==> src/rtl/lut4_cfg_loader.sv <==
// Reconfigurable 4-input LUT with double-buffered truth table.
// A captured table is shifted MSB-first into a shadow register, then committed in one edge.
module lut4_cfg_loader #(
    parameter logic [15:0] INIT = 16'h0000
) (
    input  logic        CLK,
    input  logic        RST,
    input  logic        CFG_VALID,
    input  logic [15:0] CFG_DATA,
    output logic        CFG_READY,
    input  logic        I0,
    input  logic        I1,
    input  logic        I2,
    input  logic        I3,
    output logic        LO,
    output logic        CDO,
    output logic        BUSY,
    output logic        DONE
);
    typedef enum logic [1:0] {S_IDLE, S_SHIFT, S_COMMIT} state_t;

    state_t      r_state;
    logic [15:0] r_active;
    logic [15:0] r_shadow;
    logic [15:0] r_buf;
    logic [3:0]  r_cnt;
    logic        r_done;
    logic [3:0]  w_addr;

    assign w_addr    = {I3, I2, I1, I0};
    assign LO        = r_active[w_addr];
    assign CDO       = r_shadow[15];
    assign CFG_READY = (r_state == S_IDLE) && !RST;
    assign BUSY      = (r_state == S_SHIFT) || (r_state == S_COMMIT);
    assign DONE      = r_done;

    always_ff @(posedge CLK) begin
        if (RST) begin
            r_state  <= S_IDLE;
            r_cnt    <= 4'd0;
            r_buf    <= 16'h0000;
            r_shadow <= INIT;
            r_active <= INIT;
            r_done   <= 1'b0;
        end else begin
            case (r_state)
                S_IDLE: begin
                    r_done <= 1'b0;
                    if (CFG_VALID) begin
                        r_buf   <= CFG_DATA;
                        r_cnt   <= 4'd0;
                        r_state <= S_SHIFT;
                    end
                end
                S_SHIFT: begin
                    // Shadow also feeds CDO, so the old contents stream out as the new ones enter.
                    r_shadow <= {r_shadow[14:0], r_buf[15]};
                    r_buf    <= {r_buf[14:0], 1'b0};
                    r_cnt    <= r_cnt + 4'd1;
                    if (r_cnt == 4'd15) begin
                        r_state <= S_COMMIT;
                        r_done  <= 1'b1;
                    end
                end
                S_COMMIT: begin
                    r_active <= r_shadow;
                    r_done   <= 1'b0;
                    r_state  <= S_IDLE;
                end
                default: begin
                    r_state <= S_IDLE;
                    r_done  <= 1'b0;
                end
            endcase
        end
    end
endmodule
==> config.mk <==
export PLATFORM = sky130hd
export DESIGN_NAME = lut4_cfg_loader
export DESIGN_NICKNAME = d
export VERILOG_FILES = /design/src/rtl/lut4_cfg_loader.sv
export SDC_FILE = /design/constraint.sdc
export NUM_CORES = 1
export LEC_CHECK = 0
export BUFFER_PORTS_ARGS = -buffer_cell sky130_fd_sc_hd__buf_2
export CORE_AREA = 2 2 85 87
export DETAILED_ROUTE_END_ITERATION = 8
export DIE_AREA = 0 0 87 89
export PLACE_DENSITY_LB_ADDON = 0.3
export SYNTH_ARGS = -nofsm -noshare
export SYNTH_HDL_FRONTEND = slang
export SYNTH_SLANG_ARGS = --single-unit
==> constraint.sdc <==
create_clock -name CLK -period 1.7 [get_ports CLK]
set_input_delay 0.085 -clock CLK [delete_from_list [all_inputs] [get_ports CLK]]
set_output_delay 0.085 -clock CLK [all_outputs]
set_load 0.01 [all_outputs]
# After elaboration in Yosys (flattened, before gate mapping)
# Cells that the tools add are included.
# op_classes
reduce_logical	8
n_mux	9
eq_ne	5
bitwise_logic	1
n_addsub	1
n_lt_le_gt_ge	1
# ops
operator	count
one-hot mux 16 bit (2 select lines)	1
two-way mux 16 bit	1
one-hot mux 4 bit (2 select lines)	1
< comparator 4 x 5 -> 1 bit, second input constant	1
adder 4 x 1 -> 4 bit, second input constant	1
binary-select mux 1 bit (select 4 bit)	1
== test 4 bit, second input constant	1
two-way mux 2 bit	2
two-way mux 4 bit	1
one-hot mux 2 bit (2 select lines)	1
AND reduction 2 bit	2
== test 2 x 1 -> 1 bit, second input constant	1
== test 2 bit, second input constant	1
zero test 2 bit	1
!= test 2 x 1 -> 1 bit, second input constant	1
!= test 2 bit, second input constant	1
nonzero test 2 bit	1
OR reduction 2 bit	1
logical AND 1 bit	1
zero test 1 bit	1
logical OR 1 bit	1
two-way mux 1 bit	1
inverter 1 bit	1
# word_totals
output_inout_bits	5
word_cells	31
regBits	55

# Logic depth before layout (Yosys ltp)
# logic_depth
word_depth	3
depth_mapped	7
ltp_nobuf	6

# Least setup slack after synthesis
# Ideal clock, no wire load.
# synth_path
path_type	register to register
startpoint	reg r_state[1]
endpoint	reg r_cnt[2]
setup_slack_ps	254
setup_time_ps	132
n_path_buf	0
t_arrival_ps	1314
required_ps	1568
stages_incl_launch_ff	7
period_less_slack_ps	1446
cell_sequence	dfxtp_1 inv_1 ha_1 mux2i_1 nor3b_1 o21ai_1 a21oi_1
# synth_via
elab_chain_cells	3
# synth_lines
element	line	text
start, declared	22	state_t r_state;
start signal, assigned	39	r_state <= S_IDLE;
start signal, assigned	52	r_state <= S_SHIFT;
start signal, assigned	61	r_state <= S_COMMIT;
== test 2 x 1 -> 1 bit or zero test 2 bit (tied branches)	46	case (r_state)
nonzero test 2 bit (no line) or != test 2 bit (tied branches)	-	
AND reduction 2 bit (no line)	-	
end signal, assigned	59	r_cnt <= r_cnt + 4'd1;
end, declared	26	logic [3:0] r_cnt;
# Several ways; a longest one is shown, not always the timed one.
# A chain may end at the register's enable or synchronous reset.

# Worst setup path after layout
# layout_path
startpoint	reg r_active[3]
endpoint	out LO
# layout_via
elab_chain_cells	2
# layout_lines
element	line	text
start, declared	23	logic [15:0] r_active;
start signal, assigned	66	r_active <= r_shadow;
binary-select mux 1 bit (select 4 bit)	31	assign LO = r_active[w_addr];
two-way mux 1 bit (implied by the code)	31	
end, declared	15	output logic LO,
# Every way passes these cells. The select of a mux whose other input is x is not followed.

==> impl_metrics.json <==
{
  "reg2reg_depth": 7,
  "crit_path_max_fanout": 2,
  "fmax_mhz": 602,
  "whs_endpoint": "r_state[0]",
  "syn_nets": 254,
  "postSynth.asyncResetShare": 0,
  "wl_mm": 4.14,
  "clk_pin_slew_ps": 100,
  "yosys_warnings": 0,
  "ff2ff_setup_slack_ps": 190,
  "placement.io_buffers": 27,
  "area_growth_pct": 16.7,
  "routed_via_density": 4.88,
  "rsz0062_at_grt": "yes",
  "rows": 30,
  "clockBufferDepth": 2,
  "required_ps": 1620,
  "firstDrtPassIters": 4,
  "crit_arrival_ps": 1580,
  "final_nets": 280,
  "synth_compound_area_frac": 0.0868,
  "core_um2": 6720,
  "slew_viol_final": 0,
  "dieArea_um2": 7740,
  "die_h_um": 89,
  "drt_iter0_drc": 56,
  "drive_above_1_share": 0.189,
  "antennaDiodeCount": 0,
  "setup_violations": 0,
  "grt_pass1_wl_mm": 7.22,
  "cts_root_buf": "clkbuf_8",
  "drtAntennaViolNets": 0,
  "hp-class": "input port to flop",
  "finalCriticalPeriod_ps": 1660,
  "stdcell_area_um2": 2710,
  "clkLatencyLatePin_ps": 300,
  "grt_pass1_vias": 1549,
  "p_per_area_nw_per_um2": 1000,
  "synth_cell_types": 26,
  "fp.dieW_um": 87,
  "drc_errors": 0,
  "synth-adder-area-share": 0.0216,
  "syn_area_um2": 2320,
  "finalClockSkew_ps": 7.31,
  "setup_tns_ps": 0,
  "ys.flop_type": "dfxtp_1",
  "worstSetupEndpointType": "primary output",
  "crit_type": "flop to primary output",
  "floorplan.initialDensity": 0.345,
  "cap_violations": 0,
  "cts_setup_buffers": 0,
  "leakage_nw": 1.04,
  "r2r-start": "r_state[0]",
  "ios": 28,
  "crit-reg2reg-capture": "r_buf[7]",
  "critPathLaunchType": "flop",
  "muxShareOfSynthArea": 0.255,
  "grt_usage": 0.117,
  "cts_htree_levels": 2,
  "grt_max_degree": 35,
  "finalHoldViolCount": 0,
  "synth_top_family_by_area": "multiplexers",
  "fin_crit_sh": 0.977,
  "dp_slack_ps": 184,
  "setup_ws_ps": 38.9,
  "status": "finished clean",
  "placed_area_um2": 2570,
  "hold_path.startpoint": "CFG_VALID",
  "tightest_slew_ps": 470,
  "via_count": 1629,
  "hpwl_mm": 2.76,
  "wire_per_inst_um": 12.4,
  "ctsHoldBuffers": 0,
  "avgSynthCellArea_um2": 10.2,
  "yosys.area_share.simple": 0.127,
  "synth_xor_area_frac": 0,
  "cts_tree": "built",
  "relSlewSlack": 0.686,
  "hold_path_depth": 3,
  "numCtsBuffers": 5,
  "overflow": 0,
  "place.gp.congestion": 0.722,
  "syn_inst": 227,
  "fill_cells": 683,
  "ys_ff_latch": 55,
  "antenna_found_initial": 0,
  "clkSinkCount": 55,
  "synth-edff-count": 0,
  "ys_seq_area_frac": 0.474,
  "ir_worst_vdd_mv": 0.490
}
per-layer routing:
layer,part of all wire,GRT usage
met5,0,0
met1,0.52,0.163
met2,0.43,0.176
met4,0.0097,0.0384
met3,0.037,0.0323
critical path, stage by stage (launching register included):
cell and delay [ps]:
dfxtp_2 330, mux4_2 480, nor2b_4 140, a211oi_2 130
a21oi_1 50, buf_2 140
final cells by class:
type	count	area, um^2	share of cell area
Clock inverter	2	60.1	0.0222
Multi-Input combinational cell	153	1140	0.421
Timing Repair Buffer	35	220	0.0813
Clock buffer	6	72.6	0.0268
Tap cell	80	100	0.0370
Sequential cell	55	1100	0.408
Inverter	3	11.3	0.00416
power by group:
group / total, mW / internal, mW / switching (mW)
Sequential: 1.37 / 1.34 / 0.0292
Clock: 1.01 / 0.589 / 0.418
Combinational: 0.335 / 0.156 / 0.178
Total: 2.71 / 2.09 / 0.625
kinds of logic after synthesis:
| family | count (synthesis) |
|---|---|
| mux | 53 |
| flops | 55 |
| compound gates | 29 |
| buf+inv | 19 |
| fa+ha+maj | 4 |
| simple gates | 67 |
placed cells by master, fill, tap and decap left out, drive strengths merged:
cell type  Yosys  final
bufinv         0      2
nor3           2      2
dfxtp         55     55
nor2          49     49
nand2          4      4
nor3b          3      3
o21a           1      1
nand3          2      2
a21oi          7      7
a221oi         1      1
nand3b         1      1
a211oi        16     16
inv            3      3
a32oi          1      1
ha             4      4
mux2i         49     49
mux4           4      4
clkbuf         7      6
nor2b          3      3
buf            9     35
a31oi          1      1
o21ai          2      2
nand2b         2      2
and2           1      1
registers in the layout (all words and copies together), names as in the netlist:
| name | flops |
|---|---|
| r_active | 16 |
| r_buf | 16 |
| r_shadow | 16 |
| r_cnt | 4 |
| r_state | 2 |
| DONE | 1 |
metrics by stage:
stage,hold WS [ps],cells,utilization,total power [mW]
finish,100,334,0.403,2.71
global placement,414,326,0.383,1.73
global route,109,334,0.403,2.85
CTS,98.9,334,0.403,2.75
detailed placement,427,326,0.383,1.74
floorplan,247,227,-,1.63
how the worst max path moves through the flow:
| stage | to | start | cells past startpoint |
|---|---|---|---|
| after floorplan | r_cnt[2] | r_state[1] | 6 |
| after global placement | r_buf[1] | r_state[0] | 7 |
| after global routing | LO | r_active[3] | 5 |
| after CTS | LO | r_active[3] | 5 |
| final | LO | r_active[3] | 5 |
| after detailed placement | r_state[1] | r_state[1] | 5 |
synth_stat cells, drive strengths merged (2+ instances only):
library cell,count,area share
a211oi,16,0.054
a21oi,7,0.015
buf,9,0.019
clkbuf,7,0.011
dfxtp,55,0.47
ha,4,0.022
inv,3,0.0049
mux2i,49,0.21
mux4,4,0.044
nand2,4,0.0065
nand2b,2,0.0054
nand3,2,0.0043
nor2,49,0.079
nor2b,3,0.011
nor3,2,0.0043
nor3b,3,0.0097
o21ai,2,0.0043
what timing repair did:
action,in CTS,in global routing
setup endpoints to repair,1,1
resized for setup,2,0
pin swaps,1,0
(Power assumes the default switching activity.)
